[config.mk]
export PLATFORM = sky130hd
export DESIGN_NAME = mem_stage
export DESIGN_NICKNAME = d
export VERILOG_FILES = /design/src/rtl/mem_stage.sv
export SDC_FILE = /design/constraint.sdc
export NUM_CORES = 2
export LEC_CHECK = 0
export CORE_ASPECT_RATIO = 1.25
export CORE_UTILIZATION = 55
export DETAILED_ROUTE_END_ITERATION = 12
export PLACE_DENSITY_LB_ADDON = 0.1
export SLEW_MARGIN = 20
export SYNTH_ARGS = -nofsm -noshare
export SYNTH_HDL_FRONTEND = slang
export SYNTH_SLANG_ARGS = --single-unit
[constraint.sdc]
create_clock -name clk -period 4.42 [get_ports clk]
set_input_delay 0.884 -clock clk [delete_from_list [all_inputs] [get_ports clk]]
set_output_delay 0.884 -clock clk [all_outputs]
set_load 0.02 [all_outputs]
[src/rtl/mem_stage.sv]
`default_nettype none
// ============================================================================
//  Module      : mem_stage
//  Description : MEM stage of a five-stage MIPS pipeline.
//                - EXE/MEM pipeline register capturing the EX stage results.
//                - Word-wide data RAM (2^ADDR_W x 32 bits).
//                  Reads are asynchronous. Writes are synchronous.
//                - Conditional branch resolution (taken flag and target PC).
//                - MEM-side forwarding value (mem_aluR) returned to EX.
//                - Load data, ALU result, destination and control to WB.
//
//  Parameters  : ADDR_W  word-address width of the data RAM
//
//  Ports       : clk, rst_n                  clock, async active-low reset
//                ex_wreg/ex_m2reg/ex_wmem    control from EX
//                ex_branch/ex_zero           branch qualifier and ALU zero
//                ex_aluR/ex_inB/ex_pc        ALU result, store data, target
//                ex_destR                    destination register number
//                EXE_ins_type/EXE_ins_number debug tags from EX
//                ex_flush                    load a bubble this edge
//                mem_wreg/mem_m2reg          registered control to WB
//                mem_aluR                    registered ALU result/forwarding
//                mem_mo                      RAM read data at mem_aluR
//                mem_destR                   registered destination
//                mem_pcsrc/mem_branch_pc     branch taken and its target
//                MEM_ins_type/MEM_ins_number registered debug tags
//                mem_misalign                misaligned access flag
//
//  Build option: MEM_ALIGN_CHECK_EN
//                Defined   : a load or store whose address is not word
//                            aligned raises mem_misalign. The store is
//                            dropped and the load data reads as zero.
//                Undefined : mem_misalign is tied low. The low two address
//                            bits are ignored, so the access is word-truncated.
//
//  Revision    : 1.0  initial release
// ============================================================================
module mem_stage #(
  parameter int ADDR_W = 6
) (
  input  logic        clk,
  input  logic        rst_n,
  input  logic        ex_wreg,
  input  logic        ex_m2reg,
  input  logic        ex_wmem,
  input  logic        ex_branch,
  input  logic        ex_zero,
  input  logic [31:0] ex_aluR,
  input  logic [31:0] ex_inB,
  input  logic [31:0] ex_pc,
  input  logic [4:0]  ex_destR,
  input  logic [3:0]  EXE_ins_type,
  input  logic [3:0]  EXE_ins_number,
  input  logic        ex_flush,
  output logic        mem_wreg,
  output logic        mem_m2reg,
  output logic [31:0] mem_aluR,
  output logic [31:0] mem_mo,
  output logic [4:0]  mem_destR,
  output logic        mem_pcsrc,
  output logic [31:0] mem_branch_pc,
  output logic [3:0]  MEM_ins_type,
  output logic [3:0]  MEM_ins_number,
  output logic        mem_misalign
);

  localparam int c_ram_depth = 1 << ADDR_W;

  // --------------------------------------------------------------------------
  // EXE/MEM pipeline register
  // --------------------------------------------------------------------------
  logic        r_wreg;
  logic        r_m2reg;
  logic        r_wmem;
  logic        r_branch;
  logic        r_zero;
  logic [31:0] r_alu_r;
  logic [31:0] r_store_data;
  logic [31:0] r_branch_pc;
  logic [4:0]  r_dest_r;
  logic [3:0]  r_ins_type;
  logic [3:0]  r_ins_number;

  // The reset is asynchronous. When it is asserted during a store, r_wmem
  // clears at once, so the store cannot reach the RAM at the next edge.
  always_ff @(posedge clk or negedge rst_n) begin
    if (!rst_n) begin
      r_wreg       <= 1'b0;
      r_m2reg      <= 1'b0;
      r_wmem       <= 1'b0;
      r_branch     <= 1'b0;
      r_zero       <= 1'b0;
      r_alu_r      <= 32'd0;
      r_store_data <= 32'd0;
      r_branch_pc  <= 32'd0;
      r_dest_r     <= 5'd0;
      r_ins_type   <= 4'd0;
      r_ins_number <= 4'd0;
    end else begin
      // A flush kills every side effect of the slot. The data fields still
      // load because, with the controls cleared, nothing consumes them.
      if (ex_flush) begin
        r_wreg   <= 1'b0;
        r_m2reg  <= 1'b0;
        r_wmem   <= 1'b0;
        r_branch <= 1'b0;
      end else begin
        r_wreg   <= ex_wreg;
        r_m2reg  <= ex_m2reg;
        r_wmem   <= ex_wmem;
        r_branch <= ex_branch;
      end
      r_zero       <= ex_zero;
      r_alu_r      <= ex_aluR;
      r_store_data <= ex_inB;
      r_branch_pc  <= ex_pc;
      r_dest_r     <= ex_destR;
      r_ins_type   <= EXE_ins_type;
      r_ins_number <= EXE_ins_number;
    end
  end

  // --------------------------------------------------------------------------
  // Alignment qualification
  // --------------------------------------------------------------------------
  logic w_misalign;

`ifdef MEM_ALIGN_CHECK_EN
  // Only real memory accesses are checked. A plain ALU result with nonzero
  // low bits is legal.
  assign w_misalign = (r_wmem | r_m2reg) & (r_alu_r[1:0] != 2'b00);
`else
  assign w_misalign = 1'b0;
`endif

  // --------------------------------------------------------------------------
  // Data RAM
  // --------------------------------------------------------------------------
  // The address bits above ADDR_W+1 are dropped, so the address space wraps
  // modulo the RAM size.
  logic [ADDR_W-1:0] w_word_addr;
  logic              w_ram_we;
  logic [31:0]       w_ram_rdata;
  logic [31:0]       r_ram [c_ram_depth];

  assign w_word_addr = r_alu_r[ADDR_W+1:2];
  assign w_ram_we    = r_wmem & ~w_misalign;
  assign w_ram_rdata = r_ram[w_word_addr];

  // The array has no reset. Its contents are undefined until written.
  // The write takes effect at the edge that ends the MEM cycle, so a load
  // that follows a store to the same word reads the new value.
  always_ff @(posedge clk) begin
    if (w_ram_we) begin
      r_ram[w_word_addr] <= r_store_data;
    end
  end

  // --------------------------------------------------------------------------
  // Outputs
  // --------------------------------------------------------------------------
  assign mem_wreg       = r_wreg;
  assign mem_m2reg      = r_m2reg;
  assign mem_aluR       = r_alu_r;
  assign mem_mo         = w_misalign ? 32'd0 : w_ram_rdata;
  assign mem_destR      = r_dest_r;
  // r_branch is cleared on a flush, so a flushed slot never redirects the PC.
  assign mem_pcsrc      = r_branch & r_zero;
  assign mem_branch_pc  = r_branch_pc;
  assign MEM_ins_type   = r_ins_type;
  assign MEM_ins_number = r_ins_number;
  assign mem_misalign   = w_misalign;

endmodule
`default_nettype wire

==> flow_summary.toml <==
[outcome]
outcome = "finished with violations"
violations = "negative setup slack"

[drt]
routed_wl_um = 262000
first_pass_iters = 6
post_drt_via_cell_ratio = 6.93
vias = 49116
drt_iter0_drc = 6836
ant_nets = 0
drc = 0
wl_per_cell_um = 37.0

[layout]
multi_input_area_um2 = 16300
ff_latch_area_um2 = 64400
areaGrowthSynthToFinish_pct = 22.8
nNetsFinal = 5146
fillCellCount = 9405
drive_gt1_share_pct = 25.0
finish.utilization_pct = 68.0

[sta]
clock_skew_ns = 0.0275
slew_violations = 0
setup_viol = 22
worstMarginPinSlew_ns = 1.01
finalCriticalPeriod_ns = 4.62
rsz0062_at_grt = "yes"
relSlewSlack_pct = 32.2
hold_violations = 0
fin_crit_sh_pct = 104
fmax_mhz = 217
layout_setup_ws_ns = -0.198

[hold_path]
hold_class = "in -> async"

[clock_network]
ctsHoldBuffers = 0
cts_made_buffers = 199
htreeDepth = 4
cts.sinks = 2162
worstSkewPairLatency_ns = 0.84
cts_tree = "built"
ctsLongestPathBuffers = 3
root_buffer = "clkbuf_16"
clkTransAtPathRegs_ns = 0.06

[synthesis]
synth_edf_count = 2048
syn-num-nets = 4505
seq_area_frac_synth_pct = 80.5
ys.flop_type = "edfxtp_1"
syn_inst = 4388
synth_area_um2 = 79900
async_flop_share_pct = 5.27
ys_seq_elements = 2162
avgSynthCellArea_um2 = 18.2
synth-warning-count = 0
yosysUniqueCellTypes = 62

[pwr]
share_comb_of_total_power_pct = 7.2
p_per_area_nw_per_um2 = 434
p_sw_mw = 9.38
pwr-share-clk_pct = 39.7
seq_power_share_pct = 53.2
peakVddDrop_mv = 0.451
power.internal_mw = 33.2
switching_share_pct = 22.0
leakage_nw = 31.6

[floorplan]
die_w_um = 343
die_h_um = 428
coreArea_um2 = 144000
die-area_um2 = 147000
pin_count = 230
rows = 156
initial_core_util_pct = 55.3

[place]
dp_hpwl_um = 153000
place_ws_ns = -0.0406
place.gp.congestion = 0.900
portBuffers = 228

[worst_setup_path]
end_kind = "output port"
cp-start-kind = "flip-flop"
cp.arrival_ns = 3.73
worstPathRequired_ns = 3.54
criticalPathCategory = "reg -> out"
path_max_fanout = 15

[global_routing]
antenna_found_initial = 6
grt_pass1_wl_um = 355000
grt.overflow.total = 0
grt.total_usage_pct = 34.9
grt_use_met2_pct = 55.0
grt_pass1_vias = 47566
grt_max_degree = 82
met1_usage_pct = 45.5
use_met3_pct = 6.74
top_usage_layer = "met2"

[job]
drv_cap = 0
-- cell type report --
| cell class | count | share of cell area (%) |
|---|---|---|
| Multi-Input combinational cell | 1896 | 16.6 |
| Sequential cell | 2162 | 65.6 |
| Antenna cell | 4 | 0.0102 |
| Tap cell | 1896 | 2.42 |
| Clock inverter | 103 | 0.998 |
| Clock buffer | 257 | 5.47 |
| Inverter | 6 | 0.0382 |
| Timing Repair Buffer | 764 | 8.79 |
-- worst max-delay path: stages, from the launching register on --
cell	delay (ns)
dfrtp_4	0.59
buf_12	0.20
buf_4	0.14
nor2_4	0.22
buf_12	0.19
buf_16	0.21
a221oi_1	0.11
or3_1	0.34
and3_1	0.27
o211ai_1	0.34
buf_4	0.26
-- sequential cells by signal, summed over array words and instances, names as in the netlist, 4 cells and up --
name	flops
mem_branch_pc	32
mem_aluR	32
MEM_ins_number	4
r_ram	2048
MEM_ins_type	4
r_store_data	32
mem_destR	5
-- through the flow --
stage                     cells  setup TNS, ns  instance area [um2]  power (mW)  hold slack, ns
after floorplan            4388              0                79900        24.2           0.588
after global placement     6606         -0.122                88100        25.6           0.708
after detailed placement   6606        -0.0406                88100        25.7           0.724
after CTS                  7043          -1.97                96500        42.5           0.164
after global routing       7084          -2.75                98100        43.5           0.220
final                      7088          -2.22                98200        42.6           0.163
-- power by group through the flow --
| stage | combinational [mW] | sequential [mW] | clock (mW) |
|---|---|---|---|
| 3_3_place_gp | 2.54 | 23.1 | 0 |
| 4_1_cts | 2.82 | 22.7 | 17.0 |
| 2_1_floorplan | 1.04 | 23.2 | 0 |
| 6_report | 3.05 | 22.7 | 16.9 |
| 5_1_grt | 3.13 | 22.7 | 17.7 |
| 3_5_place_dp | 2.56 | 23.1 | 0 |
-- worst paths after layout --
kind,start,to,slack (ns),cells past startpoint
min,rst_n,mem_branch_pc[24]$_DFF_PN0_,0.16,1
min reg2reg,r_store_data[7]$_DFF_PN0_,r_ram[36][7]$_DFFE_PP_,0.74,0
max reg2reg,mem_aluR[3]$_DFF_PN0_,r_ram[45][15]$_DFFE_PP_,0.75,9
min in group clk,ex_inB[15],r_store_data[15]$_DFF_PN0_,0.49,1
max,mem_aluR[2]$_DFF_PN0_,mem_mo[11],-0.20,10
max in group asynchronous,rst_n,r_store_data[8]$_DFF_PN0_,3.35,2
-- placed cells by master, fill, tap and decap left out, drive strengths merged, types with 52 or more instances in the layout --
master,n
nor2,156
clkbuf,269
a221oi,331
clkinv,77
a22o,52
dfrtp,114
buf,547
a22oi,400
clkdlybuf4s50,195
o22ai,147
a21oi,99
nor3,93
o21ai,85
mux2i,168
edfxtp,2048
-- routing by layer --
metal / wire length, um / vias up
met5: 41 / -
met4: 18000 / 6
met3: 27800 / 734
met2: 124000 / 3408
met1: 92500 / 25188
li1: - / 19780
-- repair_timing --
action                                  in CTS  in global routing
cloned                                      17                 15
endpoints found under the setup margin      32                 30
pin swaps                                   55                 93
buffers inserted                            61                 31
resized for setup                          346                229
-- cell families after synthesis --
group,count (synthesis),synth area share [%]
multiplexers,222,3.33
AND/OR/NAND/NOR,401,2.45
other,1,0.00469
buffers and inverters,330,1.87
flip-flops,2162,80.5
AO/OA/AOI/OAI,1272,11.8
-- synthesized netlist by cell type (14+ instances only) --
cell type	instances	area share (%)
a211oi_1	38	0.36
a21oi_1	99	0.62
a221oi_1	331	3.6
a22o_1	52	0.57
a22oi_1	400	3.8
a31oi_1	26	0.20
buf_1	45	0.21
buf_2	135	0.85
buf_4	14	0.13
clkbuf_1	125	0.59
dfrtp_1	114	3.6
edfxtp_1	2048	77
mux2_2	21	0.30
mux2i_1	168	2.1
mux4_2	33	0.93
nand2_1	37	0.17
nand4_1	15	0.12
nor2_1	156	0.73
nor3_1	92	0.58
o21ai_0	83	0.52
o221ai_1	16	0.18
o22a_1	24	0.26
o22ai_1	147	1.2
or4_1	16	0.15
Note: power is estimated with default switching activity, not from simulation.
